`config.mk`:
```
export PLATFORM = sky130hd
export DESIGN_NAME = mem_access_unit_flat
export DESIGN_NICKNAME = d
export VERILOG_FILES = /design/src/rtl/mem_access_unit_if.sv /design/src/rtl/mem_access_unit.sv /design/src/flat_wrapper.sv
export SDC_FILE = /design/constraint.sdc
export NUM_CORES = 1
export LEC_CHECK = 0
export CAP_MARGIN = 20
export CORE_UTILIZATION = 39
export CTS_BUF_LIST = sky130_fd_sc_hd__clkbuf_4
export CTS_CLUSTER_SIZE = 28
export DETAILED_ROUTE_END_ITERATION = 7
export PLACE_DENSITY_LB_ADDON = 0.2
export SYNTH_ARGS = -nofsm -noshare
export SYNTH_HDL_FRONTEND = slang
export SYNTH_SLANG_ARGS = --single-unit
```
`constraint.sdc`:
```
create_clock -name clk_i -period 2.7 [get_ports clk_i]
set_clock_uncertainty 0.1 [all_clocks]
set_input_delay 0.54 -clock clk_i [delete_from_list [all_inputs] [get_ports clk_i]]
set_output_delay 0.54 -clock clk_i [all_outputs]
set_load 0.1 [all_outputs]
```
`src/rtl/mem_access_unit_if.sv`:
```
// +----------------------------------------------------------------------+
// | mem_access_unit_if: operation encoding and data-memory port, rev 1.0 |
// +----------------------------------------------------------------------+
`default_nettype none

package mem_access_unit_pkg;
   typedef enum logic [3:0] {
      MEM_NOP = 4'd0,
      MEM_LB  = 4'd1,
      MEM_LBU = 4'd2,
      MEM_LH  = 4'd3,
      MEM_LHU = 4'd4,
      MEM_LW  = 4'd5,
      MEM_SB  = 4'd6,
      MEM_SH  = 4'd7,
      MEM_SW  = 4'd8
   } mem_oper_t;
endpackage

interface mem_access_unit_if;
   logic        req_o;
   logic        we_o;
   logic [31:0] addr_o;
   logic [3:0]  be_o;
   logic [31:0] wdata_o;
   logic        gnt_i;
   logic        rvalid_i;
   logic [31:0] rdata_i;

   modport master (
      output req_o, we_o, addr_o, be_o, wdata_o,
      input  gnt_i, rvalid_i, rdata_i
   );

   modport slave (
      input  req_o, we_o, addr_o, be_o, wdata_o,
      output gnt_i, rvalid_i, rdata_i
   );
endinterface

`default_nettype wire

```
`src/rtl/mem_access_unit.sv`:
```
// +----------------------------------------------------------------------+
// | mem_access_unit: yarc MEM stage, data-memory access and MEM/WB regs  |
// | rev 1.0                                                              |
// +----------------------------------------------------------------------+
`default_nettype none

module mem_access_unit
   import mem_access_unit_pkg::*;
#(
   parameter bit STORE_WAIT_RESP = 1'b0
) (
   input  logic               clk_i,
   input  logic               rstn_i,
   input  logic [31:0]        alu_result_i,
   input  logic [31:0]        alu_oper2_i,
   input  mem_oper_t          mem_oper_i,
   input  logic               instr_valid_i,
   input  logic               write_rd_i,
   input  logic [4:0]         rd_addr_i,
   input  logic [31:0]        pc_i,
   mem_access_unit_if.master  dmem,
   output logic               stall_o,
   output logic [31:0]        rd_data_o,
   output logic               write_rd_o,
   output logic [4:0]         rd_addr_o,
   output logic               instr_valid_o,
   output logic [31:0]        pc_o,
   output logic               misaligned_o
);

   typedef enum logic [1:0] {
      ST_IDLE = 2'd0,
      ST_REQ  = 2'd1,
      ST_RESP = 2'd2
   } state_t;

   state_t      r_state;
   mem_oper_t   r_oper;
   logic [1:0]  r_off;

   logic        w_mem_op;
   logic        w_is_store;
   logic        w_is_half;
   logic        w_is_word;
   logic [1:0]  w_off;
   logic        w_misaligned;
   logic        w_access;
   logic        w_req;
   logic        w_granted;
   logic        w_store_done;
   logic        w_resp_done;
   logic        w_complete;
   logic [31:0] w_shifted;
   logic [31:0] w_load_data;

   assign w_mem_op     = instr_valid_i && (mem_oper_i != MEM_NOP);
   assign w_is_store   = mem_oper_i inside {MEM_SB, MEM_SH, MEM_SW};
   assign w_is_half    = mem_oper_i inside {MEM_LH, MEM_LHU, MEM_SH};
   assign w_is_word    = mem_oper_i inside {MEM_LW, MEM_SW};
   assign w_off        = alu_result_i[1:0];
   assign w_misaligned = w_mem_op && ((w_is_half && w_off[0]) || (w_is_word && (w_off != 2'b00)));
   assign w_access     = w_mem_op && !w_misaligned;

   // Reset gating keeps the bus and the hazard unit quiet while rstn_i is low.
   assign w_req        = rstn_i && (r_state != ST_RESP) && w_access;
   assign w_granted    = w_req && dmem.gnt_i;
   assign w_store_done = w_granted && w_is_store && !STORE_WAIT_RESP;
   assign w_resp_done  = (r_state == ST_RESP) && dmem.rvalid_i;
   assign w_complete   = w_access ? (w_store_done || w_resp_done) : 1'b1;

   assign stall_o      = rstn_i && w_access && !w_complete;
   assign dmem.req_o   = w_req;
   assign dmem.we_o    = w_req && w_is_store;
   assign dmem.addr_o  = {alu_result_i[31:2], 2'b00};

   always_comb begin
      dmem.be_o    = 4'b1111;
      dmem.wdata_o = alu_oper2_i;
      case (mem_oper_i)
         MEM_SB: begin
            dmem.be_o    = 4'b0001 << w_off;
            dmem.wdata_o = {4{alu_oper2_i[7:0]}};
         end
         MEM_SH: begin
            dmem.be_o    = w_off[1] ? 4'b1100 : 4'b0011;
            dmem.wdata_o = {2{alu_oper2_i[15:0]}};
         end
         default: ;
      endcase
   end

   // Extraction uses the offset/oper captured at grant, not the live inputs.
   assign w_shifted = dmem.rdata_i >> {r_off, 3'b000};

   always_comb begin
      w_load_data = alu_result_i;
      case (r_oper)
         MEM_LB:  w_load_data = {{24{w_shifted[7]}}, w_shifted[7:0]};
         MEM_LBU: w_load_data = {24'd0, w_shifted[7:0]};
         MEM_LH:  w_load_data = {{16{w_shifted[15]}}, w_shifted[15:0]};
         MEM_LHU: w_load_data = {16'd0, w_shifted[15:0]};
         MEM_LW:  w_load_data = dmem.rdata_i;
         default: ;
      endcase
   end

   always_ff @(posedge clk_i or negedge rstn_i) begin
      if (!rstn_i) begin
         r_state       <= ST_IDLE;
         r_oper        <= MEM_NOP;
         r_off         <= 2'b00;
         rd_data_o     <= 32'd0;
         write_rd_o    <= 1'b0;
         rd_addr_o     <= 5'd0;
         instr_valid_o <= 1'b0;
         pc_o          <= 32'd0;
         misaligned_o  <= 1'b0;
      end else begin
         case (r_state)
            ST_IDLE, ST_REQ: begin
               if (w_granted) begin
                  r_oper  <= mem_oper_i;
                  r_off   <= w_off;
                  r_state <= w_store_done ? ST_IDLE : ST_RESP;
               end else if (w_req) begin
                  r_state <= ST_REQ;
               end else begin
                  r_state <= ST_IDLE;
               end
            end
            ST_RESP: begin
               if (dmem.rvalid_i) begin
                  r_state <= ST_IDLE;
               end
            end
            default: r_state <= ST_IDLE;
         endcase

         if (w_complete) begin
            rd_data_o     <= (r_state == ST_RESP) ? w_load_data : alu_result_i;
            write_rd_o    <= instr_valid_i && write_rd_i && !w_misaligned;
            rd_addr_o     <= rd_addr_i;
            instr_valid_o <= instr_valid_i;
            pc_o          <= pc_i;
            misaligned_o  <= w_misaligned;
         end else begin
            instr_valid_o <= 1'b0;
            write_rd_o    <= 1'b0;
         end
      end
   end

endmodule

`default_nettype wire

```
`src/flat_wrapper.sv`:
```
// flat-port wrapper written by rule: the top's interface ports become plain ports
module mem_access_unit_flat import mem_access_unit_pkg::*;
#(
   parameter bit STORE_WAIT_RESP = 1'b0
)
  (clk_i, rstn_i, alu_result_i, alu_oper2_i, mem_oper_i, instr_valid_i, write_rd_i, rd_addr_i, pc_i, stall_o, rd_data_o, write_rd_o, rd_addr_o, instr_valid_o, pc_o, misaligned_o, dmem_req_o, dmem_we_o, dmem_addr_o, dmem_be_o, dmem_wdata_o, dmem_gnt_i, dmem_rvalid_i, dmem_rdata_i);
  mem_access_unit_if dmem_i ();
  input  logic clk_i;
  input  logic rstn_i;
  input  logic [31:0] alu_result_i;
  input  logic [31:0] alu_oper2_i;
  input  mem_oper_t mem_oper_i;
  input  logic instr_valid_i;
  input  logic write_rd_i;
  input  logic [4:0] rd_addr_i;
  input  logic [31:0] pc_i;
  output logic stall_o;
  output logic [31:0] rd_data_o;
  output logic write_rd_o;
  output logic [4:0] rd_addr_o;
  output logic instr_valid_o;
  output logic [31:0] pc_o;
  output logic misaligned_o;
  output wire logic [$bits(dmem_i.req_o)-1:0] dmem_req_o;
  output wire logic [$bits(dmem_i.we_o)-1:0] dmem_we_o;
  output wire logic [$bits(dmem_i.addr_o)-1:0] dmem_addr_o;
  output wire logic [$bits(dmem_i.be_o)-1:0] dmem_be_o;
  output wire logic [$bits(dmem_i.wdata_o)-1:0] dmem_wdata_o;
  input wire logic [$bits(dmem_i.gnt_i)-1:0] dmem_gnt_i;
  input wire logic [$bits(dmem_i.rvalid_i)-1:0] dmem_rvalid_i;
  input wire logic [$bits(dmem_i.rdata_i)-1:0] dmem_rdata_i;
  assign dmem_req_o = dmem_i.req_o;
  assign dmem_we_o = dmem_i.we_o;
  assign dmem_addr_o = dmem_i.addr_o;
  assign dmem_be_o = dmem_i.be_o;
  assign dmem_wdata_o = dmem_i.wdata_o;
  assign dmem_i.gnt_i = dmem_gnt_i;
  assign dmem_i.rvalid_i = dmem_rvalid_i;
  assign dmem_i.rdata_i = dmem_rdata_i;
  mem_access_unit #(.STORE_WAIT_RESP(STORE_WAIT_RESP)) u_core (.clk_i(clk_i), .rstn_i(rstn_i), .alu_result_i(alu_result_i), .alu_oper2_i(alu_oper2_i), .mem_oper_i(mem_oper_i), .instr_valid_i(instr_valid_i), .write_rd_i(write_rd_i), .rd_addr_i(rd_addr_i), .pc_i(pc_i), .dmem(dmem_i), .stall_o(stall_o), .rd_data_o(rd_data_o), .write_rd_o(write_rd_o), .rd_addr_o(rd_addr_o), .instr_valid_o(instr_valid_o), .pc_o(pc_o), .misaligned_o(misaligned_o));
endmodule
```
==> run metrics <==
status=complete, no violations; CP max stage delay=roughly 540 ps; Unique masters post-synth=46; area added between synthesis and finish=75.67%; Final #Nets=just under 900; share of cells above drive strength 1=a little over a third; leak pwr=between 3 and 4 nW; Syn Std Cell Area=4885 sq um; worst-case vdd ir drop=0.4345 mV; H-tree levels=3; WP data arrival=roughly 2000 ps; DRC errors left=0; Worst Path Max Fanout=8; Final setup violation count=0; kind of critical path=in2out; crit path from=rstn_i; first-pass GRT wire length=26590 um; synth warn=0; cts bufs inserted=9; Chip Width=around 110 um; CP Launch Type=input pin; Pins Over Slew Limit=0; Via density=between 5 and 6; Final period util=between 90% and 100%; drt first-iter violations=roughly 220; CP max stage cell=dlygate4sd3_1; predominant post-synthesis flop cell=dfrtp_1; Fin. Hold Viols=0; critical path capture point type=output pin; Worst-Skew Late Latency=440 ps; min-delay worst type=in2reg; Std-Cell Rows=40; via count=about 4700; Die Ht=113.9 um; Routed Antenna Nets=0; HPWL Detailed=~14000 um; antenna violations before repair=0; Die ar.=~13000 sq um; Buf+Inv Stages, Crit Path=3; detailed-router iteration count before antenna repair=4; GP Congestion=between 0.8 and 0.9; #FFs+latches synth=80; Initial Utilization=about two fifths; Slew headroom=~37%; clock-pin slew on the worst setup and hold paths=about 150 ps; RR Startpoint=u_core.r_off[1]; CORE AREA=approximately 12000 sq um; CTS root buffer=clkbuf_4; switching share of total power=51.74%; clock power share=about 15%; largest net degree at the start of global routing=between 70 and 80; Sw Pwr=a little over 3 mW; WP data required=around 2100 ps; crit-path cells=dlygate4sd3_1, buf_4, nand3_1, nor2_1, nor3_4, and2_4, buf_12; fin area=approximately 8600 sq um; Fill cells=916; Combinational Power Share=59.0%; CTS tree=yes; Int Pwr=2.876 mW; Sink Count=80; antenna diode count=0; Flop pwr share=about a quarter; vias in the first global route=slightly below 5000; Placed Area=8379 sq um; fmax=roughly 380 MHz; cell family with most CP delay=buffers and inverters; CTS Buffer Depth=2; crit path time final=between 2000 and 3000 ps; gr usage total=between 20% and 30%; HP Start=mem_oper_i[1]; Worst-Margin Slew=~950 ps; Power Density=just under 700 nW/um^2; Post-synth EDFFs=0; cells after synthesis=approximately 480; Avg Inst Size Synth=about 10 sq um; grt ovf=0; DR WL/cell=18.69 um; RSZ-0062 raised after global routing=true; ys async rst share=100.0%; total routed wirelength=17080 um; Maximum Capacitance Violations=0; PortBufs=approximately 280; sequential-to-total area share from yosys stat=approximately 41%; IO Pins=about 290; Hold Slack=roughly 340 ps
path summary, 6_finish.rpt:
| check | cells after the start | slack, ps | endpoint |
|---|---|---|---|
| max reg2reg | 6 | 380 | u_core.rd_data_o[5] |
| max in group asynchronous | 3 | 970 | u_core.pc_o[29] |
| max | 7 | 40 | stall_o |
| min reg2reg | 1 | 420 | u_core.rd_data_o[4] |
| min in group asynchronous | 2 | 380 | u_core.write_rd_o |
| min | 2 | 340 | u_core.r_oper[1] |
cell type report:
| type | count | area (sq um) | area share [%] |
|---|---|---|---|
| Timing Repair Buffer | 320 | 3661 | 42.67 |
| Multi-Input combinational cell | 320 | 2495 | 29.08 |
| Sequential cell | 80 | 2002 | 23.33 |
| Tap cell | 168 | 210.2 | 2.450 |
| Clock inverter | 7 | 107.6 | 1.254 |
| Clock buffer | 9 | 67.56 | 0.7874 |
| Inverter | 10 | 37.54 | 0.4374 |
cells by family after synthesis:
logic type / count (synthesis) / share of synthesized area, %
buffers and inverters: 85 / 10.48
AO/OA/AOI/OAI: 86 / 12.58
flip-flops: 80 / 40.98
AND/OR/NAND/NOR: 131 / 12.58
multiplexers: 100 / 23.13
other: 1 / 0.07677
XOR/XNOR: 1 / 0.1793
registers in the layout, indices dropped and copies added (netlist names):
register and flops:
u_core.pc_o 32, u_core.instr_valid_o 1, u_core.rd_addr_o 5, u_core.r_off 2
u_core.r_oper 4, u_core.write_rd_o 1, u_core.misaligned_o 1, u_core.r_state 2
u_core.rd_data_o 32
stage by stage:
step / power, mW / utilization, % / instances / worst slack, ps / setup TNS, ps
2_1_floorplan: 4.051 / - / 485 / -287.4 / -999.9
3_3_place_gp: 5.045 / 69.18 / 895 / -249.7 / -13240
3_5_place_dp: 5.102 / 69.18 / 895 / -371.8 / -23120
4_1_cts: 5.984 / 70.85 / 914 / 2.617 / 0
5_1_grt: 6.199 / 70.85 / 914 / -13.52 / -13.52
6_report: 5.958 / 70.85 / 914 / 43.31 / 0
layer usage:
layer	routed length, um	track usage, %
met1	6414	30.20
met2	8997	48.29
met3	1312	7.651
met4	358	8.398
met5	0	0
cells in the final DEF (no fill, tap or decap), drive strengths merged, types with 9 or more instances in the layout:
master / count
dfrtp: 80
inv: 14
nor2: 28
buf: 179
clkbuf: 10
nand2: 65
o21ai: 13
clkdlybuf4s50: 135
a22o: 9
nor2b: 12
mux2i: 24
o22ai: 9
a21oi: 26
mux2: 75
Yosys cell counts (all sizes together), types with 4 or more instances:
| cell | n | share of area (%) |
|---|---|---|
| inv | 10 | 0.77 |
| a32oi | 7 | 1.3 |
| a22o | 9 | 1.6 |
| nor2 | 28 | 2.2 |
| nor2b | 12 | 1.5 |
| clkbuf | 17 | 1.3 |
| buf | 58 | 8.4 |
| mux2i | 24 | 4.9 |
| a211o | 7 | 1.3 |
| nand2 | 65 | 5.0 |
| nand3b | 4 | 0.61 |
| mux2 | 75 | 18 |
| o2bb2ai | 7 | 1.3 |
| a21oi | 26 | 2.7 |
| dfrtp | 80 | 41 |
| nor3 | 5 | 0.51 |
| o22ai | 9 | 1.2 |
| o21ai | 13 | 1.4 |
what timing repair did:
| item | in CTS | in global routing |
|---|---|---|
| hold buffers | 1 | 0 |
| endpoints found under the setup margin | 22 | 5 |
| gates resized for setup | 15 | 2 |
| buffers inserted | 2 | 0 |
| pin swaps | 5 | 4 |
| hold endpoints to repair | 4 | 0 |
power groups by stage:
stage	sequential, mW	clock [mW]	combinational (mW)
finish	1.57	0.872	3.51
global route	1.60	0.955	3.64
CTS	1.57	0.892	3.52
detailed placement	1.59	0	3.51
global placement	1.58	0	3.47
floorplan	2.78	0	1.27
Note: power is estimated with default switching activity, not from simulation.
